===== src/rtl/ctl_reg_reader.sv =====
// ctl_reg_reader: copies the modulation (MOD) and STM setting groups out of the
// controller BRAM into shadow registers. It watches the control flag word for
// rising set bits, reads the matching group, and then presents the whole group
// at once with a one-cycle update pulse.
// Build option: define CTL_REG_READER_STM_EN to include the STM group. When it
// is undefined, the STM set bit is ignored and every stm_* output stays 0.
//
// state    | meaning
// PRIME    | hold bram_addr at the flag word for 2 cycles so read data is valid
// IDLE     | poll the flag word and look for rising MOD_SET / STM_SET bits
// MOD_RD   | issue addresses 0x22..0x2D and capture the returned words
// MOD_DONE | mod_* outputs updated this cycle, mod_update high
// STM_RD   | issue addresses 0x52..0x63 and capture the returned words
// STM_DONE | stm_* outputs updated this cycle, stm_update high
module ctl_reg_reader #(
  parameter int STM_WORDS = 18
) (
  input  logic        clk,
  input  logic        rst,
  output logic [7:0]  bram_addr,
  input  logic [15:0] bram_dout,
  output logic        mod_req_rd_segment,
  output logic [31:0] mod_cycle,
  output logic [31:0] mod_freq_div,
  output logic [31:0] mod_rep,
  output logic [7:0]  mod_transition_mode,
  output logic [63:0] mod_transition_value,
  output logic        mod_update,
  output logic        stm_req_rd_segment,
  output logic [31:0] stm_cycle,
  output logic [31:0] stm_freq_div,
  output logic [31:0] stm_rep,
  output logic        stm_mode,
  output logic [31:0] stm_sound_speed,
  output logic [7:0]  stm_num_foci,
  output logic [7:0]  stm_transition_mode,
  output logic [63:0] stm_transition_value,
  output logic        stm_update,
  output logic        busy
);

  localparam int MOD_WORDS = 12;
  localparam int CNT_MAX   = ((STM_WORDS > MOD_WORDS) ? STM_WORDS : MOD_WORDS) + 1;
  localparam int CNT_W     = $clog2(CNT_MAX + 1);

  localparam logic [7:0] ADDR_CTL_FLAG = 8'h00;
  localparam logic [7:0] MOD_BASE      = 8'h22;
  localparam logic [7:0] MOD_LAST      = 8'h2D;

  typedef enum logic [2:0] {
    PRIME    = 3'd0,
    IDLE     = 3'd1,
    MOD_RD   = 3'd2,
    MOD_DONE = 3'd3
`ifdef CTL_REG_READER_STM_EN
    ,
    STM_RD   = 3'd4,
    STM_DONE = 3'd5
`endif
  } state_t;

  state_t           state;
  logic             prime_cnt;
  logic [CNT_W-1:0] rd_cnt;
  logic [7:0]       addr_d1;
  logic [7:0]       addr_d2;
  logic             prev_mod;

  logic             sh_mod_seg;
  logic [31:0]      sh_mod_cycle;
  logic [31:0]      sh_mod_freq;
  logic [31:0]      sh_mod_rep;
  logic [7:0]       sh_mod_tmode;
  logic [47:0]      sh_mod_tval;

`ifdef CTL_REG_READER_STM_EN
  localparam logic [7:0] STM_BASE = 8'h52;
  localparam logic [7:0] STM_LAST = 8'(32'(STM_BASE) + STM_WORDS - 1);

  logic             prev_stm;
  logic             sh_stm_seg;
  logic [31:0]      sh_stm_cycle;
  logic [31:0]      sh_stm_freq;
  logic [31:0]      sh_stm_rep;
  logic             sh_stm_mode;
  logic [31:0]      sh_stm_sound;
  logic [7:0]       sh_stm_foci;
  logic [7:0]       sh_stm_tmode;
  logic [47:0]      sh_stm_tval;
`else
  assign stm_req_rd_segment   = 1'b0;
  assign stm_cycle            = '0;
  assign stm_freq_div         = '0;
  assign stm_rep              = '0;
  assign stm_mode             = 1'b0;
  assign stm_sound_speed      = '0;
  assign stm_num_foci         = '0;
  assign stm_transition_mode  = '0;
  assign stm_transition_value = '0;
  assign stm_update           = 1'b0;
`endif

  // Step through a group's addresses; park on the flag word once past the last one.
  function automatic logic [7:0] next_addr(input logic [7:0] a, input logic [7:0] last);
    return (a == last || a == ADDR_CTL_FLAG) ? ADDR_CTL_FLAG : a + 8'h01;
  endfunction

  assign busy = (state != IDLE);

  // Sequencer, read-address pipeline, shadow capture and atomic output update.
  always_ff @(posedge clk) begin
    if (rst) begin
      state                <= PRIME;
      prime_cnt            <= 1'b1;
      rd_cnt               <= '0;
      bram_addr            <= ADDR_CTL_FLAG;
      addr_d1              <= '0;
      addr_d2              <= '0;
      prev_mod             <= 1'b0;
      sh_mod_seg           <= 1'b0;
      sh_mod_cycle         <= '0;
      sh_mod_freq          <= '0;
      sh_mod_rep           <= '0;
      sh_mod_tmode         <= '0;
      sh_mod_tval          <= '0;
      mod_req_rd_segment   <= 1'b0;
      mod_cycle            <= '0;
      mod_freq_div         <= '0;
      mod_rep              <= '0;
      mod_transition_mode  <= '0;
      mod_transition_value <= '0;
      mod_update           <= 1'b0;
`ifdef CTL_REG_READER_STM_EN
      prev_stm             <= 1'b0;
      sh_stm_seg           <= 1'b0;
      sh_stm_cycle         <= '0;
      sh_stm_freq          <= '0;
      sh_stm_rep           <= '0;
      sh_stm_mode          <= 1'b0;
      sh_stm_sound         <= '0;
      sh_stm_foci          <= '0;
      sh_stm_tmode         <= '0;
      sh_stm_tval          <= '0;
      stm_req_rd_segment   <= 1'b0;
      stm_cycle            <= '0;
      stm_freq_div         <= '0;
      stm_rep              <= '0;
      stm_mode             <= 1'b0;
      stm_sound_speed      <= '0;
      stm_num_foci         <= '0;
      stm_transition_mode  <= '0;
      stm_transition_value <= '0;
      stm_update           <= 1'b0;
`endif
    end else begin
      // addr_d2 names the word that bram_dout carries this cycle
      addr_d1    <= bram_addr;
      addr_d2    <= addr_d1;
      mod_update <= 1'b0;
`ifdef CTL_REG_READER_STM_EN
      stm_update <= 1'b0;
`endif
      case (state)
        PRIME: begin
          bram_addr <= ADDR_CTL_FLAG;
          if (prime_cnt) prime_cnt <= 1'b0;
          else           state     <= IDLE;
        end

        IDLE: begin
          bram_addr <= ADDR_CTL_FLAG;
          prev_mod  <= bram_dout[0];
          if (bram_dout[0] && !prev_mod) begin
            state     <= MOD_RD;
            bram_addr <= MOD_BASE;
            rd_cnt    <= CNT_W'(MOD_WORDS + 1);
`ifdef CTL_REG_READER_STM_EN
            // a simultaneous STM rise stays pending for the next IDLE pass
            prev_stm  <= prev_stm & bram_dout[1];
          end else if (bram_dout[1] && !prev_stm) begin
            state     <= STM_RD;
            bram_addr <= STM_BASE;
            rd_cnt    <= CNT_W'(STM_WORDS + 1);
            prev_stm  <= 1'b1;
          end else begin
            prev_stm  <= bram_dout[1];
`endif
          end
        end

        MOD_RD: begin
          bram_addr <= next_addr(bram_addr, MOD_LAST);
          case (addr_d2)
            8'h22: sh_mod_seg          <= bram_dout[0];
            8'h23: sh_mod_cycle[15:0]  <= bram_dout;
            8'h24: sh_mod_cycle[31:16] <= bram_dout;
            8'h25: sh_mod_freq[15:0]   <= bram_dout;
            8'h26: sh_mod_freq[31:16]  <= bram_dout;
            8'h27: sh_mod_rep[15:0]    <= bram_dout;
            8'h28: sh_mod_rep[31:16]   <= bram_dout;
            8'h29: sh_mod_tmode        <= bram_dout[7:0];
            8'h2A: sh_mod_tval[15:0]   <= bram_dout;
            8'h2B: sh_mod_tval[31:16]  <= bram_dout;
            8'h2C: sh_mod_tval[47:32]  <= bram_dout;
            default: ;
          endcase
          if (rd_cnt == '0) begin
            // last word (0x2D) is merged straight in so the group lands in one edge
            state                <= MOD_DONE;
            mod_req_rd_segment   <= sh_mod_seg;
            mod_cycle            <= sh_mod_cycle;
            mod_freq_div         <= sh_mod_freq;
            mod_rep              <= sh_mod_rep;
            mod_transition_mode  <= sh_mod_tmode;
            mod_transition_value <= {bram_dout, sh_mod_tval};
            mod_update           <= 1'b1;
          end else begin
            rd_cnt <= rd_cnt - CNT_W'(1);
          end
        end

        MOD_DONE: begin
          state     <= PRIME;
          prime_cnt <= 1'b1;
          bram_addr <= ADDR_CTL_FLAG;
        end

`ifdef CTL_REG_READER_STM_EN
        STM_RD: begin
          bram_addr <= next_addr(bram_addr, STM_LAST);
          case (addr_d2)
            8'h52: sh_stm_seg          <= bram_dout[0];
            8'h53: sh_stm_cycle[15:0]  <= bram_dout;
            8'h54: sh_stm_cycle[31:16] <= bram_dout;
            8'h55: sh_stm_freq[15:0]   <= bram_dout;
            8'h56: sh_stm_freq[31:16]  <= bram_dout;
            8'h57: sh_stm_rep[15:0]    <= bram_dout;
            8'h58: sh_stm_rep[31:16]   <= bram_dout;
            8'h59: sh_stm_mode         <= bram_dout[0];
            8'h5B: sh_stm_sound[15:0]  <= bram_dout;
            8'h5C: sh_stm_sound[31:16] <= bram_dout;
            8'h5D: sh_stm_foci         <= bram_dout[7:0];
            8'h5F: sh_stm_tmode        <= bram_dout[7:0];
            8'h60: sh_stm_tval[15:0]   <= bram_dout;
            8'h61: sh_stm_tval[31:16]  <= bram_dout;
            8'h62: sh_stm_tval[47:32]  <= bram_dout;
            default: ;  // 0x5A and 0x5E are read but carry nothing
          endcase
          if (rd_cnt == '0) begin
            state                <= STM_DONE;
            stm_req_rd_segment   <= sh_stm_seg;
            stm_cycle            <= sh_stm_cycle;
            stm_freq_div         <= sh_stm_freq;
            stm_rep              <= sh_stm_rep;
            stm_mode             <= sh_stm_mode;
            stm_sound_speed      <= sh_stm_sound;
            stm_num_foci         <= sh_stm_foci;
            stm_transition_mode  <= sh_stm_tmode;
            stm_transition_value <= {bram_dout, sh_stm_tval};
            stm_update           <= 1'b1;
          end else begin
            rd_cnt <= rd_cnt - CNT_W'(1);
          end
        end

        STM_DONE: begin
          state     <= PRIME;
          prime_cnt <= 1'b1;
          bram_addr <= ADDR_CTL_FLAG;
        end
`endif

        default: begin
          state     <= PRIME;
          prime_cnt <= 1'b1;
          bram_addr <= ADDR_CTL_FLAG;
        end
      endcase
    end
  end

endmodule


===== config.mk =====
export PLATFORM = sky130hd
export DESIGN_NAME = ctl_reg_reader
export DESIGN_NICKNAME = d
export VERILOG_FILES = /design/src/rtl/ctl_reg_reader.sv
export SDC_FILE = /design/constraint.sdc
export NUM_CORES = 1
export LEC_CHECK = 0
export BUFFER_PORTS_ARGS = -buffer_cell sky130_fd_sc_hd__buf_4
export CORE_MARGIN = 4
export CORE_UTILIZATION = 55
export CTS_CLUSTER_SIZE = 28
export DETAILED_ROUTE_END_ITERATION = 6
export PLACE_DENSITY = 0.95
export SYNTH_ARGS = -nofsm -noshare
export SYNTH_HDL_FRONTEND = slang
export SYNTH_SLANG_ARGS = --single-unit

===== constraint.sdc =====
create_clock -name clk -period 5.8 [get_ports clk]
set_clock_uncertainty 0.05 [all_clocks]
set_input_delay 1.74 -clock clk [delete_from_list [all_inputs] [get_ports clk]]
set_output_delay 1.74 -clock clk [all_outputs]
set_load 0.02 [all_outputs]

==> flow_metrics.tcl, run 1 <==
set metrics [dict create \
    status "finished with violations" \
    violations "DRC" \
    dieArea_sq_um 28500 \
    setup_tns_ns 0 \
    vias_per_cell 5.15 \
    placement.io_buffers 196 \
    synth-edff-count 0 \
    wire_per_inst_um 16.5 \
    finalCriticalPeriod_ns 3.36 \
    die_w_um 169 \
    overflow 0 \
    ioPinCount 408 \
    cts-hold-fix-buffers 0 \
    synth-seq-cells 356 \
    power_leakage_nw 6.24 \
    synth_cells 1762 \
    cts_buffer_depth 3 \
    numCtsBuffers 36 \
    min_period_over_period_pct 57.9 \
    cts-root-buf "clkbuf_16" \
    async_reset_ff_share_pct 0 \
    gp_congestion 0.805 \
    drv_slew 0 \
    grt_use_total_pct 24.1 \
    required_ns 4.01 \
    rsz0062_at_grt "no" \
    cts_resized 0 \
    drt_iter0_drc 1369 \
    cp_slowest_cell "dfxtp_1" \
    p_per_area_nw_per_um2 355 \
    postCtsSetupRepairBufs 0 \
    cp-end-kind "output port" \
    slowest_delay_ns 0.37 \
    yosysWarnings 0 \
    setup_viol 0 \
    avgSynthCellArea_sq_um 8.08 \
    core_area_sq_um 25300 \
    htree_num_levels 2 \
    cp_common_cell "inv_1" \
    drive_above_1_share_pct 14.5 \
    routed_wl_um 36900 \
    die_y_um 169 \
    cts.sinks 356 \
    grt_pass1_vias 10800 \
    drtAntennaViolNets 0 \
    path_class "reg2out" \
    worstMarginPinSlew_ns 1.16 \
    drc 1 \
    vias 11500 \
    hold_viol_final 0 \
    rows 58 \
    clk_pin_slew_ns 0.07 \
    drv_cap 0 \
    num_antenna_cells 0 \
    grt_max_degree 170 \
    peakVddDrop_uv 260 \
    hp-class "reg2reg" \
    ys_dominant_reg_cell "dfxtp_1" \
    ys_seq_area_share_pct 50.1 \
    synth_area_sq_um 14200 \
    grt_antenna_before_repair 0 \
    initial_core_util_pct 56.2 \
    yosysUniqueCellTypes 42 \
    grt_pass1_wl_um 56200 \
    maxSlewHeadroom_pct 22.4 \
    clk_latency_ns 0.51 \
    cts_tree "yes" \
    dpl.cell_count 2174 \
    max_freq_ghz 0.298 \
    final_nets 1908 \
    dr.pass1.iters 7 \
    cp_cell_sequence "inv_1 -> ha_1 -> inv_1 -> buf_4" \
    area_growth_pct 14.1 \
    dp_hpwl_um 23000 \
    crit_fanout 7 \
    startpoint_type "register" \
    final_util_pct 64.1 \
    cp.arrival_ns 1.57 \
    layoutNonFillerInstCount 2240 \
]
-- per-layer routing --
layer / vias up / track usage, % / share of wire, %
met5: - / 0 / 0
met4: 0 / 12.1 / 4.7
met3: 115 / 4.65 / 8.6
met2: 606 / 40.5 / 49
met1: 5366 / 29.6 / 38
li1: 5448 / - / -
-- kinds of logic after synthesis --
kind of cell             after synthesis  share of synthesized area (%)
other                                  1                         0.0263
buffers and inverters                341                           14.9
AND/OR/NAND/NOR                      706                           20.6
XOR/XNOR                               6                          0.369
AO/OA/AOI/OAI                        315                           11.3
adder cells (fa/ha/maj)                8                          0.703
flip-flops                           356                           50.1
multiplexers                          29                           2.04
-- sequential cells by signal, summed over array words and instances, names as in the netlist, 32 cells and up --
register              cells
mod_cycle                32
mod_transition_value     64
sh_mod_tval              48
mod_rep                  32
sh_mod_cycle             32
sh_mod_freq              32
sh_mod_rep               32
mod_freq_div             32
-- synthesized netlist by cell type, drive strengths merged, types with 2 or more instances --
library cell	number	share of area (%)
a211oi	2	0.11
a21oi	303	11
and3	3	0.13
buf	243	12
clkbuf	86	2.3
dfxtp	356	50
ha	8	0.70
inv	12	0.32
mux2i	29	2.0
nand2	600	16
nand2b	6	0.26
nand3	8	0.28
nand3b	2	0.11
nand4	3	0.13
nor2	40	1.1
nor2b	18	0.79
nor3	5	0.28
nor4	7	0.94
nor4b	3	0.18
o21ai	2	0.070
or2	2	0.088
or3	4	0.18
or4	2	0.11
xor2	5	0.31
-- final timing paths --
kind	slack, ns	cells past startpoint	end	startpoint
setup / recovery	2.44	4	busy	state[1]$_SDFFE_PP0P_
hold / removal	0.38	1	addr_d2[1]$_SDFF_PP0_	addr_d1[1]$_SDFF_PP0_
setup reg to reg	2.60	7	mod_transition_value[15]$_SDFFE_PP0P_	state[0]$_SDFFE_PP0P_
hold reg to reg	0.38	1	addr_d2[1]$_SDFF_PP0_	addr_d1[1]$_SDFF_PP0_
-- through the flow --
step	total power, mW	area [sq um]	hold slack, ns	setup WS (ns)
detailed placement	3.24	14900	0.372	2.46
finish	5.77	16200	0.380	2.44
global route	5.96	16200	0.400	2.34
floorplan	3.19	15000	0.364	3.06
CTS	5.78	16200	0.386	2.43
global placement	3.22	14900	0.374	2.54
-- layout by cell type, fill, tap and decap left out, types with 4 or more instances in the layout --
cell type,instances
nand2_1,600
dfxtp_1,356
a21oi_1,303
conb_1,211
buf_4,198
nor2_1,40
clkbuf_16,38
mux2i_1,29
nor2b_1,18
inv_1,12
nand3_1,8
ha_1,8
bufinv_16,8
clkbuf_1,7
nand2b_1,6
nor4_4,6
xor2_1,5
clkinv_2,5
or3_1,4
-- power by group --
part           internal, mW  total [mW]  switching (mW)
sequential             2.48        2.52          0.0370
clock                  1.61        2.56           0.958
combinational         0.138       0.683           0.545
total                  4.23        5.77            1.54
-- cell type report --
cell class | instances | area, sq um
clock buffers | 48 | 1020
fillers | 1977 | 9080
clock inverters | 18 | 315
multi-input cells | 1275 | 5780
well taps | 330 | 413
repair buffers | 201 | 1540
flip-flops and latches | 356 | 7130
inverters | 12 | 45.0
-- worst max-delay path: cells and delay by family (launching register included) --
kind                       cells  cell delay [ns]
adders and majority gates      1             0.27
buffers and inverters          3             0.43
DFF                            1             0.37
No activity file was read; power rests on OpenSTA's default activity.
==> run 2: changes to the inputs <==
--- a/config.mk
+++ b/config.mk
@@ -7,10 +7,10 @@
 export LEC_CHECK = 0
 export BUFFER_PORTS_ARGS = -buffer_cell sky130_fd_sc_hd__buf_4
 export CORE_MARGIN = 4
-export CORE_UTILIZATION = 55
+export CORE_UTILIZATION = 47
 export CTS_CLUSTER_SIZE = 28
 export DETAILED_ROUTE_END_ITERATION = 6
-export PLACE_DENSITY = 0.95
+export PLACE_DENSITY = 0.87
 export SYNTH_ARGS = -nofsm -noshare
 export SYNTH_HDL_FRONTEND = slang
 export SYNTH_SLANG_ARGS = --single-unit
==> constraint.sdc (replaced) <==
create_clock -name clk -period 2.9 [get_ports clk]
set_clock_uncertainty 0.05 [all_clocks]
set_input_delay 0.87 -clock clk [delete_from_list [all_inputs] [get_ports clk]]
set_output_delay 0.87 -clock clk [all_outputs]
set_load 0.02 [all_outputs]
==> flow_metrics.tcl, run 2 (same netlist as run 1, synthesis figures left out) <==
set metrics [dict create \
    clk_pin_slew_ns 0.06 \
    placement.io_buffers 196 \
    maxSlewHeadroom_pct 36.6 \
    rows 63 \
    rsz0062_at_grt "no" \
    postCtsSetupRepairBufs 0 \
    numCtsBuffers 36 \
    dp_hpwl_um 23400 \
    cts_resized 0 \
    cts-hold-fix-buffers 0 \
    cp-end-kind "output port" \
    hold_viol_final 0 \
    power_leakage_nw 6.30 \
    num_antenna_cells 0 \
    worstMarginPinSlew_ns 0.950 \
    drt_iter0_drc 1093 \
    drive_above_1_share_pct 14.9 \
    grt_max_degree 154 \
    die_y_um 182 \
    crit_fanout 7 \
    cts.sinks 356 \
    reg_top3 "mod_transition_value x64, sh_mod_tval x48" \
    hp-class "reg2reg" \
    wire_per_inst_um 15.8 \
    post-place-ws_ns 0.507 \
    finalCriticalPeriod_ns 2.46 \
    max_freq_ghz 0.407 \
    min_period_over_period_pct 84.7 \
    dieArea_sq_um 33100 \
    ioPinCount 408 \
    die_w_um 182 \
    grt_pass1_vias 10500 \
    htree_num_levels 2 \
    dr.pass1.iters 6 \
    overflow 0 \
    grt_antenna_before_repair 0 \
    drv_cap 0 \
    path_class "reg2out" \
    core_area_sq_um 29700 \
    initial_core_util_pct 47.9 \
    setup_tns_ns 0 \
    routed_wl_um 36600 \
    final_nets 1922 \
    drc 0 \
    clk_latency_ns 0.52 \
    drv_slew 0 \
    cp.arrival_ns 1.54 \
    vias 11400 \
    vias_per_cell 4.92 \
    setup_viol 0 \
    cts_buffer_depth 3 \
    drtAntennaViolNets 0 \
    layout_commonest_cell "nand2_1" \
    regMostFlops "mod_transition_value" \
    cts_tree "yes" \
    area_growth_pct 15.3 \
    largest_reg_flops 64 \
    peakVddDrop_uv 501 \
    required_ns 1.98 \
    gp_congestion 0.776 \
    hold_slack_ns 0.394 \
    startpoint_type "register" \
    grt_use_total_pct 20.7 \
    grt_pass1_wl_um 55800 \
    p_per_area_nw_per_um2 693 \
    mostFrequentLayoutCells "nand2_1, dfxtp_1, a21oi_1, conb_1, buf_4" \
    nFillCells 2592 \
    setup_ws_ns 0.445 \
    cts-root-buf "clkbuf_16" \
    status "finished clean" \
]
[run 2: path summary, 6_finish.rpt]
check | from | cells past startpoint | endpoint | slack [ns]
max reg2reg | state[0]$_SDFFE_PP0P_ | 7 | mod_transition_value[52]$_SDFFE_PP0P_ | 0.47
min | addr_d1[1]$_SDFF_PP0_ | 1 | addr_d2[1]$_SDFF_PP0_ | 0.39
min reg2reg | addr_d1[1]$_SDFF_PP0_ | 1 | addr_d2[1]$_SDFF_PP0_ | 0.39
max | state[1]$_SDFFE_PP0P_ | 4 | busy | 0.44
[run 2: routing by layer]
layer  part of all wire, %  vias to the layer above  global-route usage (%)  routed length [um]
li1                      -                     5481                       -                   -
met1                    38                     5318                    25.1               14100
met2                    49                      511                    35.2               17800
met3                   8.4                       86                    4.27                3080
met4                   4.4                        0                    9.76                1630
met5                     0                        -                       0                   0
[run 2: stage by stage]
step,cell area (sq um),utilization (%),total power [mW],std cells
3_3_place_gp,15100,50.9,6.48,2248
5_1_grt,16400,55.2,11.8,2314
4_1_cts,16400,55.2,11.4,2314
3_5_place_dp,15100,50.9,6.53,2248
2_1_floorplan,15000,-,6.39,1972
6_report,16400,55.2,11.4,2314
[run 2: cell type report]
type,instances,area [sq um],area share (%)
Sequential cell,356,7130,43.4
Multi-Input combinational cell,1275,5780,35.2
Timing Repair Buffer,215,1680,10.3
Clock buffer,57,1100,6.71
Tap cell,390,488,2.97
Clock inverter,9,178,1.08
Inverter,12,45.0,0.275
[run 2: worst max-delay path: stages, from the launching register on]
cell,delay [ns]
dfxtp_1,0.38
inv_1,0.08
ha_1,0.27
inv_1,0.14
buf_4,0.17
[run 2: where the power goes]
group	leakage [nW]	internal (mW)	switching [mW]	total (mW)
clock network	0.627	3.06	1.86	4.92
registers	2.87	4.97	0.0743	5.04
logic	2.80	0.300	1.10	1.40
